==> src/rtl/cpu_types_pkg.sv <==
// Shared CPU types: register selects and the pipeline control FSM states.
package cpu_types_pkg;
    localparam int REG_W = 5;

    typedef logic [REG_W-1:0] regbits_t;

    typedef enum logic [1:0] {
        RUN    = 2'd0,
        DRAIN  = 2'd1,
        HALTED = 2'd2
    } pcu_state_t;
endpackage

==> src/rtl/pipeline_control_unit_if.sv <==
// Handshake, hazard and register-enable bundle between the datapath and the pipeline control unit.
interface pipeline_control_unit_if;
    import cpu_types_pkg::*;

    logic     ihit, dhit;
    logic     memcuDRE, memcuDWE;
    logic     excuDRE;
    regbits_t exwsel, idrsel1, idrsel2;
    logic     memBrTaken, idJump, memHalt;

    logic     pcW;
    logic     ifW, ifRST, idW, idRST, exW, exRST, memW, memRST;

    modport master (
        output ihit, dhit, memcuDRE, memcuDWE, excuDRE, exwsel, idrsel1, idrsel2,
               memBrTaken, idJump, memHalt,
        input  pcW, ifW, ifRST, idW, idRST, exW, exRST, memW, memRST
    );

    modport slave (
        input  ihit, dhit, memcuDRE, memcuDWE, excuDRE, exwsel, idrsel1, idrsel2,
               memBrTaken, idJump, memHalt,
        output pcW, ifW, ifRST, idW, idRST, exW, exRST, memW, memRST
    );
endinterface

==> src/rtl/hazard_detect.sv <==
// Load-use compare: a load in EX whose destination feeds either source of the ID instruction.
module hazard_detect
    import cpu_types_pkg::*;
(
    input  logic     excuDRE,
    input  regbits_t exwsel,
    input  regbits_t idrsel1,
    input  regbits_t idrsel2,
    output logic     loadUse
);
    // r0 is hardwired zero, so a load targeting it never creates a dependency.
    assign loadUse = excuDRE && (exwsel != '0) &&
                     ((exwsel == idrsel1) || (exwsel == idrsel2));
endmodule

==> src/rtl/pipeline_control_unit.sv <==
// Pipeline hazard/sequencing control: register enables and clears, halt drain FSM, stall/flush counters.
module pipeline_control_unit
    import cpu_types_pkg::*;
#(
    parameter int CNT_W = 16
) (
    input  logic                 CLK,
    input  logic                 nRST,
    pipeline_control_unit_if.slave cu,
    output logic                 halt,
    output logic [CNT_W-1:0]     stall_cnt,
    output logic [CNT_W-1:0]     flush_cnt
);
    pcu_state_t state, nextState;
    logic       loadUse, dStall;
    logic       stallEv, flushEv;

    hazard_detect uHazard (
        .excuDRE (cu.excuDRE),
        .exwsel  (cu.exwsel),
        .idrsel1 (cu.idrsel1),
        .idrsel2 (cu.idrsel2),
        .loadUse (loadUse)
    );

    assign dStall = (cu.memcuDRE || cu.memcuDWE) && !cu.dhit;

    always_ff @(posedge CLK or negedge nRST) begin
        if (!nRST) begin
            state     <= RUN;
            halt      <= 1'b0;
            stall_cnt <= '0;
            flush_cnt <= '0;
        end else begin
            state <= nextState;
            halt  <= halt || (nextState == HALTED);
            if (stallEv && (stall_cnt != '1)) stall_cnt <= stall_cnt + CNT_W'(1);
            if (flushEv && (flush_cnt != '1)) flush_cnt <= flush_cnt + CNT_W'(1);
        end
    end

    // Strict priority chain; only the winning condition drives outputs and counters.
    always_comb begin
        nextState  = state;
        stallEv    = 1'b0;
        flushEv    = 1'b0;
        cu.pcW     = cu.ihit;
        cu.ifW     = 1'b1;
        cu.idW     = 1'b1;
        cu.exW     = 1'b1;
        cu.memW    = 1'b1;
        cu.ifRST   = 1'b0;
        cu.idRST   = 1'b0;
        cu.exRST   = 1'b0;
        cu.memRST  = 1'b0;

        if (state == HALTED) begin
            cu.pcW  = 1'b0;
            cu.ifW  = 1'b0;
            cu.idW  = 1'b0;
            cu.exW  = 1'b0;
            cu.memW = 1'b0;
        end else if (dStall) begin
            cu.pcW  = 1'b0;
            cu.ifW  = 1'b0;
            cu.idW  = 1'b0;
            cu.exW  = 1'b0;
            cu.memW = 1'b0;
            stallEv = 1'b1;
        end else if (cu.memBrTaken) begin
            cu.pcW   = 1'b1;
            cu.ifRST = 1'b1;
            cu.idRST = 1'b1;
            cu.exRST = 1'b1;
            flushEv  = 1'b1;
        end else if (cu.memHalt || state == DRAIN) begin
            // Kill everything younger than the HALT and let MEM/WB retire it.
            cu.pcW   = 1'b0;
            cu.ifRST = 1'b1;
            cu.idRST = 1'b1;
            cu.exRST = 1'b1;
            if (state == DRAIN) nextState = HALTED;
            else                nextState = DRAIN;
        end else if (loadUse) begin
            cu.pcW   = 1'b0;
            cu.ifW   = 1'b0;
            cu.idRST = 1'b1;
            stallEv  = 1'b1;
        end else if (cu.idJump) begin
            cu.pcW   = 1'b1;
            cu.ifRST = 1'b1;
            flushEv  = 1'b1;
        end else if (!cu.ihit) begin
            cu.pcW   = 1'b0;
            cu.ifRST = 1'b1;
            stallEv  = 1'b1;
        end
    end
endmodule

==> src/flat_wrapper.sv <==
// flat-port wrapper written by rule: the top's interface ports become plain ports
module pipeline_control_unit_flat import cpu_types_pkg::*;
#(
    parameter int CNT_W = 16
)
  (CLK, nRST, halt, stall_cnt, flush_cnt, cu_ihit, cu_dhit, cu_memcuDRE, cu_memcuDWE, cu_excuDRE, cu_exwsel, cu_idrsel1, cu_idrsel2, cu_memBrTaken, cu_idJump, cu_memHalt, cu_pcW, cu_ifW, cu_ifRST, cu_idW, cu_idRST, cu_exW, cu_exRST, cu_memW, cu_memRST);
  pipeline_control_unit_if cu_i ();
  input  logic CLK;
  input  logic nRST;
  output logic halt;
  output logic [CNT_W-1:0] stall_cnt;
  output logic [CNT_W-1:0] flush_cnt;
  input wire logic [$bits(cu_i.ihit)-1:0] cu_ihit;
  input wire logic [$bits(cu_i.dhit)-1:0] cu_dhit;
  input wire logic [$bits(cu_i.memcuDRE)-1:0] cu_memcuDRE;
  input wire logic [$bits(cu_i.memcuDWE)-1:0] cu_memcuDWE;
  input wire logic [$bits(cu_i.excuDRE)-1:0] cu_excuDRE;
  input wire logic [$bits(cu_i.exwsel)-1:0] cu_exwsel;
  input wire logic [$bits(cu_i.idrsel1)-1:0] cu_idrsel1;
  input wire logic [$bits(cu_i.idrsel2)-1:0] cu_idrsel2;
  input wire logic [$bits(cu_i.memBrTaken)-1:0] cu_memBrTaken;
  input wire logic [$bits(cu_i.idJump)-1:0] cu_idJump;
  input wire logic [$bits(cu_i.memHalt)-1:0] cu_memHalt;
  output wire logic [$bits(cu_i.pcW)-1:0] cu_pcW;
  output wire logic [$bits(cu_i.ifW)-1:0] cu_ifW;
  output wire logic [$bits(cu_i.ifRST)-1:0] cu_ifRST;
  output wire logic [$bits(cu_i.idW)-1:0] cu_idW;
  output wire logic [$bits(cu_i.idRST)-1:0] cu_idRST;
  output wire logic [$bits(cu_i.exW)-1:0] cu_exW;
  output wire logic [$bits(cu_i.exRST)-1:0] cu_exRST;
  output wire logic [$bits(cu_i.memW)-1:0] cu_memW;
  output wire logic [$bits(cu_i.memRST)-1:0] cu_memRST;
  assign cu_i.ihit = cu_ihit;
  assign cu_i.dhit = cu_dhit;
  assign cu_i.memcuDRE = cu_memcuDRE;
  assign cu_i.memcuDWE = cu_memcuDWE;
  assign cu_i.excuDRE = cu_excuDRE;
  assign cu_i.exwsel = cu_exwsel;
  assign cu_i.idrsel1 = cu_idrsel1;
  assign cu_i.idrsel2 = cu_idrsel2;
  assign cu_i.memBrTaken = cu_memBrTaken;
  assign cu_i.idJump = cu_idJump;
  assign cu_i.memHalt = cu_memHalt;
  assign cu_pcW = cu_i.pcW;
  assign cu_ifW = cu_i.ifW;
  assign cu_ifRST = cu_i.ifRST;
  assign cu_idW = cu_i.idW;
  assign cu_idRST = cu_i.idRST;
  assign cu_exW = cu_i.exW;
  assign cu_exRST = cu_i.exRST;
  assign cu_memW = cu_i.memW;
  assign cu_memRST = cu_i.memRST;
  pipeline_control_unit #(.CNT_W(CNT_W)) u_core (.CLK(CLK), .nRST(nRST), .cu(cu_i), .halt(halt), .stall_cnt(stall_cnt), .flush_cnt(flush_cnt));
endmodule
==> config.mk <==
export PLATFORM = sky130hd
export DESIGN_NAME = pipeline_control_unit_flat
export DESIGN_NICKNAME = d
export VERILOG_FILES = /design/src/rtl/cpu_types_pkg.sv /design/src/rtl/pipeline_control_unit_if.sv /design/src/rtl/hazard_detect.sv /design/src/rtl/pipeline_control_unit.sv /design/src/flat_wrapper.sv
export SDC_FILE = /design/constraint.sdc
export NUM_CORES = 1
export LEC_CHECK = 0
export BUFFER_PORTS_ARGS = -buffer_cell sky130_fd_sc_hd__buf_2
export CAP_MARGIN = 10
export CORE_AREA = 2 2 51 89
export DETAILED_ROUTE_END_ITERATION = 10
export DIE_AREA = 0 0 53 91
export PLACE_DENSITY = 0.87
export SETUP_SLACK_MARGIN = 0.3
export SYNTH_ARGS = -nofsm -noshare
export SYNTH_HDL_FRONTEND = slang
export SYNTH_SLANG_ARGS = --single-unit
==> constraint.sdc <==
create_clock -name CLK -period 2.45 [get_ports CLK]
set_clock_uncertainty 0.2 [all_clocks]
set_input_delay 0.49 -clock CLK [delete_from_list [all_inputs] [get_ports CLK]]
set_output_delay 0.49 -clock CLK [all_outputs]
set_load 0.01 [all_outputs]
==> run_results.csv, run 1 <==
group,metric,value,unit
status,outcome,"complete, but fails checks",
status,violations,"negative setup slack",
sta,fin_crit_sh,1.01,
power,pwr-share-seq,0.335,
critical_path,path_class,"in2out",
sta,drv_slew,0,
clock_network,cts.sinks,35,
cells_and_area,syn_to_final_growth,55.2,%
cells_and_area,layoutNonFillerInstCount,355,
die,die-area,4820,µm²
power,p_comb_frac,0.501,
die,die_h,91,µm
clock_network,cts_inserted_buffers,5,
global_routing,grt_start_max_net_pins,36,
die,core,4070,µm²
clock_network,postCtsHoldBufs,0,
critical_path,startpoint_type,"primary input",
synthesis,ys_ff_latch,35,
die,die-width,53,µm
clock_network,cts_buffer_depth,2,
synthesis,synth_area_per_cell,10.0,µm²
synthesis,ys.warnings.count,0,
clock_network,cts_tree,"done",
placed_design,placed_cell_area,2550,µm²
sta,clock.fmax,0.403,GHz
cells_and_area,multi_input_area,1320,µm²
power,vdd_drop_max,0.686,mV
placed_design,hpwl,3690,µm
route,wl_per_cell,17.0,µm
synthesis,synth_top_area_share,0.438,
critical_path,critPathArrivalTime,1.79,ns
synthesis,synthMuxAreaShare,0.0163,
cells_and_area,regArea,881,µm²
cells_and_area,fin_area,3100,µm²
global_routing,grt_overflow,0,
synthesis,synth_compound_area_frac,0.0738,
die,boundaryPins,67,
critical_path,end_kind,"primary output",
worst_hold_path,hp-class,"in2async",
placed_design,place_inst,326,
clock_network,clock_latency,0.29,ns
global_routing,grt_usage,0.251,
cells_and_area,finalNetCount,332,
clock_network,path_clk_slew,0.07,ns
synthesis,ys_types,39,
synthesis,synth.area.top_cells,"dfrtp_1 44%, xor2_1 14%, nor2_1 3.9%, xnor2_1 3.1%, nand3_1 2.8%",
route,met1_length,2010,µm
power,leakagePower,0.00168,µW
route,vias,1950,
sta,finalSetupTns,-0.0286,ns
synthesis,synthAdderAreaFrac,0.0125,
critical_path,crit_required,1.76,ns
sta,max_slew_margin,0.477,
sta,worst_slew_pin_slew,0.784,ns
sta,hold_viol_final,0,
synthesis,seq_area_frac_synth,0.438,
placed_design,pre_cts_ws,-0.0829,ns
route,drt_iter0_markers,52,
placed_design,io_buffers,65,
die,std_cell_rows,31,
synthesis,synth_top_family_by_area,"simple AND/OR/NAND/NOR gates",
run,maxCapViolCount,0,
route,topRoutingLayerUsed,"met4",
route,drc_errors,0,
route,drtPass1Iterations,4,
sta,period_needed,2.48,ns
cells_and_area,nFillCells,285,
clock_network,clock_tree.root_cell,"clkbuf_8",
clock_network,htree_levels,2,
route,drtAntennaViolNets,0,
critical_path,crit_path_max_fanout,5,
global_routing,antenna_found_initial,0,
synthesis,yosys.area_share.simple,0.257,
sta,setup_slack,-0.0286,ns
power,powerDensity,796,nW/µm²
cells_and_area,antenna_cells,0,
power,power.internal,1500,µW
route,drt-total-wl,6020,µm
synthesis,netlist_instances,199,
placed_design,place_congestion,0.813,
power,p_clk_frac,0.164,
synthesis,synth_top_cell_by_area,"dfrtp_1",
route,route.met3.wl,295,µm
die,initial_core_util,0.491,
route,vias_per_cell,5.49,
synthesis,synth_area,2000,µm²
cells_and_area,layout-drive-gt1-share,0.529,
route,wl_met2,3460,µm
sta,setup_viol,1,
global_routing,grt_pass1_vias,1951,
power,p_sw_frac,0.392,
synthesis,synth_xor_xnor_area_share,0.166,
power,total_power,2470,µW
power,switchingPower,968,µW
synthesis,synth_nets,226,
sta,rsz0062_at_grt,"true",
global_routing,grt_pass1_wl,8870,µm
==> flip-flops by register name, summed over array words and instances (netlist names) <==
register	cells
u_core.halt	1
u_core.state	2
u_core.flush_cnt	16
u_core.stall_cnt	16
==> worst max-delay path, cell delays in order <==
cell and delay (ns):
buf_8 0.10, or4_4 0.54, o21ai_4 0.14, or2_4 0.19, o21ai_2 0.07, a21oi_2 0.12
buf_2 0.14
==> power by group through the flow <==
stage / sequential (µW) / clock, µW / combinational, µW
floorplan: 863 / 0 / 471
global placement: 830 / 0 / 850
detailed placement: 840 / 0 / 873
CTS: 822 / 409 / 1140
global route: 844 / 437 / 1310
finish: 828 / 406 / 1240
==> synthesized netlist by cell type (all sizes together) <==
| library cell | instances |
|---|---|
| dfrtp | 35 |
| xor2 | 31 |
| nor2 | 21 |
| nand2 | 13 |
| nor3 | 13 |
| nand3 | 11 |
| inv | 9 |
| nor4 | 7 |
| xnor2 | 7 |
| and3 | 6 |
| nand4 | 6 |
| a21oi | 5 |
| buf | 4 |
| nor2b | 4 |
| o21ai | 4 |
| nand2b | 3 |
| or2 | 3 |
| a22oi | 2 |
| ha | 2 |
| mux2 | 2 |
| nor3b | 2 |
| a211oi | 1 |
| a31oi | 1 |
| a41oi | 1 |
| conb | 1 |
| mux2i | 1 |
| nor4b | 1 |
| o21bai | 1 |
| o32ai | 1 |
| or4 | 1 |
==> stage by stage <==
stage | utilization | hold WS [ns]
6_report | 0.762 | 0.0819
3_3_place_gp | 0.627 | 0.272
3_5_place_dp | 0.627 | 0.276
5_1_grt | 0.762 | 0.154
2_1_floorplan | - | -0.00559
4_1_cts | 0.716 | 0.0962
==> layer usage <==
metal,up-vias,GRT usage
li1,897,-
met1,958,0.254
met2,70,0.464
met3,25,0.0576
met4,0,0.100
met5,-,0
==> cell families (layout without fill, tap and decap cells) <==
group | Yosys count | count (layout)
AO/OA/AOI/OAI | 16 | 16
XOR/XNOR | 38 | 38
adder cells (fa/ha/maj) | 2 | 2
buffers and inverters | 13 | 120
flip-flops | 35 | 35
multiplexers | 3 | 3
other | 1 | 1
AND/OR/NAND/NOR | 91 | 91
==> area by class of cell <==
type / instances / share of cell area
multi-input cells: 151 / 0.426
repair buffers: 103 / 0.233
flip-flops and latches: 35 / 0.284
clock buffers: 5 / 0.0222
clock inverters: 3 / 0.00484
inverters: 9 / 0.0109
well taps: 49 / 0.0198
==> placed cells by master, fill, tap and decap left out, drive strengths merged, types with 3 or more instances in the layout <==
cell type / netlist / final
a21oi: 5 / 5
and3: 6 / 6
buf: 4 / 103
clkbuf: 0 / 5
clkinv: 0 / 3
dfrtp: 35 / 35
inv: 9 / 9
nand2: 13 / 13
nand2b: 3 / 3
nand3: 11 / 11
nand4: 6 / 6
nor2: 21 / 21
nor2b: 4 / 4
nor3: 13 / 13
nor4: 7 / 7
o21ai: 4 / 4
or2: 3 / 3
xnor2: 7 / 7
xor2: 31 / 31
==> path summary, 6_finish.rpt <==
path	depth (start not counted)	end	startpoint	slack, ns
worst min-delay path	1	u_core.flush_cnt[12]$_DFFE_PN0P_	nRST	0.08
worst max register to register	11	u_core.flush_cnt[12]$_DFFE_PN0P_	u_core.flush_cnt[4]$_DFFE_PN0P_	0.06
worst min register to register	1	u_core.stall_cnt[10]$_DFFE_PN0P_	u_core.stall_cnt[10]$_DFFE_PN0P_	0.29
worst max-delay path	7	cu_ifRST	cu_exwsel[3]	-0.03
max in group asynchronous	1	u_core.flush_cnt[3]$_DFFE_PN0P_	nRST	1.43
min in group CLK	1	u_core.stall_cnt[10]$_DFFE_PN0P_	u_core.stall_cnt[10]$_DFFE_PN0P_	0.29
==> timing repair <==
action	in CTS	in global routing
endpoints found under the setup margin	20	31
setup buffers	10	11
pin swaps	16	29
gates resized for setup	38	25
No activity file was read; power rests on OpenSTA's default activity.
==> inputs of run 2 (changes only) <==
--- a/config.mk
+++ b/config.mk
@@ -14,4 +14,5 @@
 export SETUP_SLACK_MARGIN = 0.3
 export SYNTH_ARGS = -nofsm -noshare
 export SYNTH_HDL_FRONTEND = slang
+export SYNTH_HIERARCHICAL = 1
 export SYNTH_SLANG_ARGS = --single-unit
==> run 2 against run 1 <==
Compared with the run above:
- the run still ends with negative setup slack left
- sequential share of layout area grew 2.3 points
- via count shrank 7.8%
- synthesized area shrank 1.5%
- global-route usage shrank 4.0 points
- non-clock buffer count shrank 21
- critical path type is now in2reg
- first-iteration DRC count shrank 54%
- clock power grew 33%
- critical endpoint is now u_core/stall_cnt[10]$_DFFE_PN0P_
- count of clock-buffer cells in the layout grew 1
- largest power group is now registers
- setup slack lost 0.19 ns
==> run_results.csv, run 2 <==
group,metric,value,unit
route,drc_errors,0,
synthesis,netlist_instances,194,
sta,period_needed,2.66,ns
status,violations,"negative setup slack",
global_routing,grt_start_max_net_pins,36,
power,switchingPower,860,µW
die,core,4070,µm²
sta,whs,0.0740,ns
sta,setup_slack,-0.214,ns
route,wl_per_cell,15.9,µm
cells_and_area,regArea,878,µm²
status,outcome,"complete, but fails checks",
synthesis,ys_types,36,
clock_network,cts_tree,"done",
route,drt-total-wl,5240,µm
power,p_sw_frac,0.381,
route,drtAntennaViolNets,0,
cells_and_area,reg_top3,"u_core/flush_cnt: 16 flops, u_core/stall_cnt: 16 flops, u_core/state: 2 flops",
clock_network,cts_inserted_buffers,5,
synthesis,synthTopCellsByCount,"35 x dfrtp_1, 26 x xor2_1, 19 x nand2_1, 16 x nor2_1, 14 x xnor2_1",
sta,clock.fmax,0.375,GHz
clock_network,cts.sinks,35,
synthesis,synth_area_per_cell,10.2,µm²
die,die-width,53,µm
die,die_h,91,µm
global_routing,grt_overflow,0,
route,vias,1798,
sta,worst_slew_pin_slew,0.769,ns
cells_and_area,fin_area,2870,µm²
worst_hold_path,hp-class,"in2async",
global_routing,grt_pass1_vias,1822,
synthesis,synth_nets,221,
cells_and_area,syn_to_final_growth,45.5,%
cells_and_area,layoutNonFillerInstCount,330,
synthesis,synth_top_cell_by_area,"dfrtp_1",
clock_network,clock_tree.root_cell,"clkbuf_8",
die,boundaryPins,67,
placed_design,hpwl,3480,µm
global_routing,grt_pass1_wl,7590,µm
clock_network,htree_levels,2,
placed_design,place_congestion,0.858,
critical_path,r2r_start,"u_core/stall_cnt[0]$_DFFE_PN0P_",
run,maxCapViolCount,0,
clock_network,postCtsHoldBufs,0,
power,vdd_drop_max,0.767,mV
placed_design,place_inst,314,
clock_network,clock_latency,0.29,ns
sta,hold_viol_final,0,
power,power.internal,1400,µW
sta,setup_viol,23,
die,die-area,4820,µm²
die,std_cell_rows,31,
sta,rsz0062_at_grt,"true",
critical_path,reg2reg_slack,0.17,ns
critical_path,regToRegEndpoint,"u_core/stall_cnt[1]$_DFFE_PN0P_",
synthesis,synth_area,1970,µm²
global_routing,antenna_found_initial,0,
synthesis,synth_edf_count,0,
cells_and_area,antenna_cells,0,
synthesis,ys_ff_latch,35,
power,powerDensity,787,nW/µm²
critical_path,startpoint_type,"primary input",
critical_path,end_kind,"flip-flop",
synthesis,seq_area_frac_synth,0.445,
sta,fin_crit_sh,1.09,
synthesis,synth_top_area_share,0.445,
sta,drv_slew,0,
placed_design,io_buffers,65,
die,initial_core_util,0.484,
power,leakagePower,0.00142,µW
power,pwr-share-seq,0.381,
cells_and_area,multi_input_area,1280,µm²
cells_and_area,finalNetCount,307,
critical_path,r2r_cells,5,
cells_and_area,final_cell_mix,"60 x buf_2, 33 x dfrtp_1, 25 x xor2_1",
power,total_power,2260,µW
route,drt_iter0_markers,24,
power,p_comb_frac,0.381,
synthesis,synth.area.top_cells,"dfrtp_1 44%, xor2_1 12%, xnor2_1 6.2%, nand2_1 3.6%, nand3_1 3.0%",
cells_and_area,nFillCells,317,
synthesis,synthFlopType,"dfrtp_1",
sta,max_slew_margin,0.487,
global_routing,grt_usage,0.211,
clock_network,path_clk_slew,0.07,ns
placed_design,placed_cell_area,2420,µm²
critical_path,crit_required,2.46,ns
power,p_clk_frac,0.239,
synthesis,ys.warnings.count,6,
critical_path,critPathArrivalTime,2.67,ns
route,drtPass1Iterations,4,
route,vias_per_cell,5.45,
cells_and_area,utilization,0.704,
cells_and_area,layout-drive-gt1-share,0.509,
critical_path,crit_path_max_fanout,7,
critical_path,path_class,"in2reg",
synthesis,yosysMostFrequentCell,"dfrtp_1",
clock_network,cts_buffer_depth,2,
cells_and_area,final_common_cell,"buf_2",
synthesis,async_flop_share,1.00,
-- run 2: layout make-up --
cell class / instances / area share
Inverter: 8 / 0.0114
Clock buffer: 6 / 0.0288
Tap cell: 49 / 0.0214
Clock inverter: 2 / 0.0122
Sequential cell: 35 / 0.307
Multi-Input combinational cell: 148 / 0.445
Timing Repair Buffer: 82 / 0.174
-- run 2: metal layers --
| metal | global-route usage | vias up | share of wire |
|---|---|---|---|
| met3 | 0.0592 | 14 | 0.072 |
| met1 | 0.188 | 886 | 0.32 |
| li1 | - | 836 | - |
| met4 | 0.0833 | 0 | 0.026 |
| met5 | 0 | - | 0 |
| met2 | 0.407 | 62 | 0.59 |
-- run 2: how the worst max path moves through the flow --
| stage | start | to |
|---|---|---|
| 5_1_grt | cu_idrsel2[4] | u_core/stall_cnt[7]$_DFFE_PN0P_ |
| 3_3_place_gp | cu_exwsel[0] | u_core/stall_cnt[14]$_DFFE_PN0P_ |
| 6_report | cu_exwsel[0] | u_core/stall_cnt[10]$_DFFE_PN0P_ |
| 4_1_cts | cu_exwsel[4] | cu_pcW |
| 3_5_place_dp | cu_exwsel[0] | u_core/stall_cnt[12]$_DFFE_PN0P_ |
| 2_1_floorplan | cu_exwsel[1] | u_core/flush_cnt[6]$_DFFE_PN0P_ |
-- run 2: logic make-up (layout without fill, tap and decap cells) --
group / after synthesis / after routing / synth area share
AOI/OAI and AO/OA: 15 / 16 / 0.0762
xor gates and xnor gates: 40 / 40 / 0.178
adders and majority gates: 2 / 2 / 0.0127
buffers and inverters: 12 / 98 / 0.0305
DFF: 35 / 35 / 0.445
muxes: 3 / 3 / 0.0165
other: 1 / 1 / 0.00190
and+or+nand+nor: 86 / 86 / 0.240
-- run 2: per-stage QoR --
step                      setup WS, ns  setup TNS (ns)
final                           -0.214           -2.81
after global routing            -0.278           -4.50
after CTS                       -0.146          -0.815
after detailed placement        -0.365           -7.57
after global placement          -0.258           -6.05
after floorplan                -0.0167         -0.0686
-- run 2: power groups by stage --
stage	logic (µW)	registers, µW	clock network, µW
6_report	858	859	538
2_1_floorplan	399	872	0
5_1_grt	928	879	574
4_1_cts	745	843	551
3_3_place_gp	663	844	0
3_5_place_dp	684	853	0
-- run 2: worst max-delay path, cell delays in order --
cell and delay (ns):
buf_6 0.11, xor2_1 0.16, nor3_1 0.23, nand3_1 0.12, a21oi_2 0.21, o21ba_4 0.19, buf_6 0.11, o41ai_4 0.39
buf_4 0.21, o211ai_4 0.14, nor3_2 0.16, xor2_1 0.15
-- run 2: timing repair --
item,4_1_cts,5_1_grt
gates resized for setup,28,32
pin swaps,14,19
setup buffers,5,2
cloned,0,1
endpoints found under the setup margin,40,40
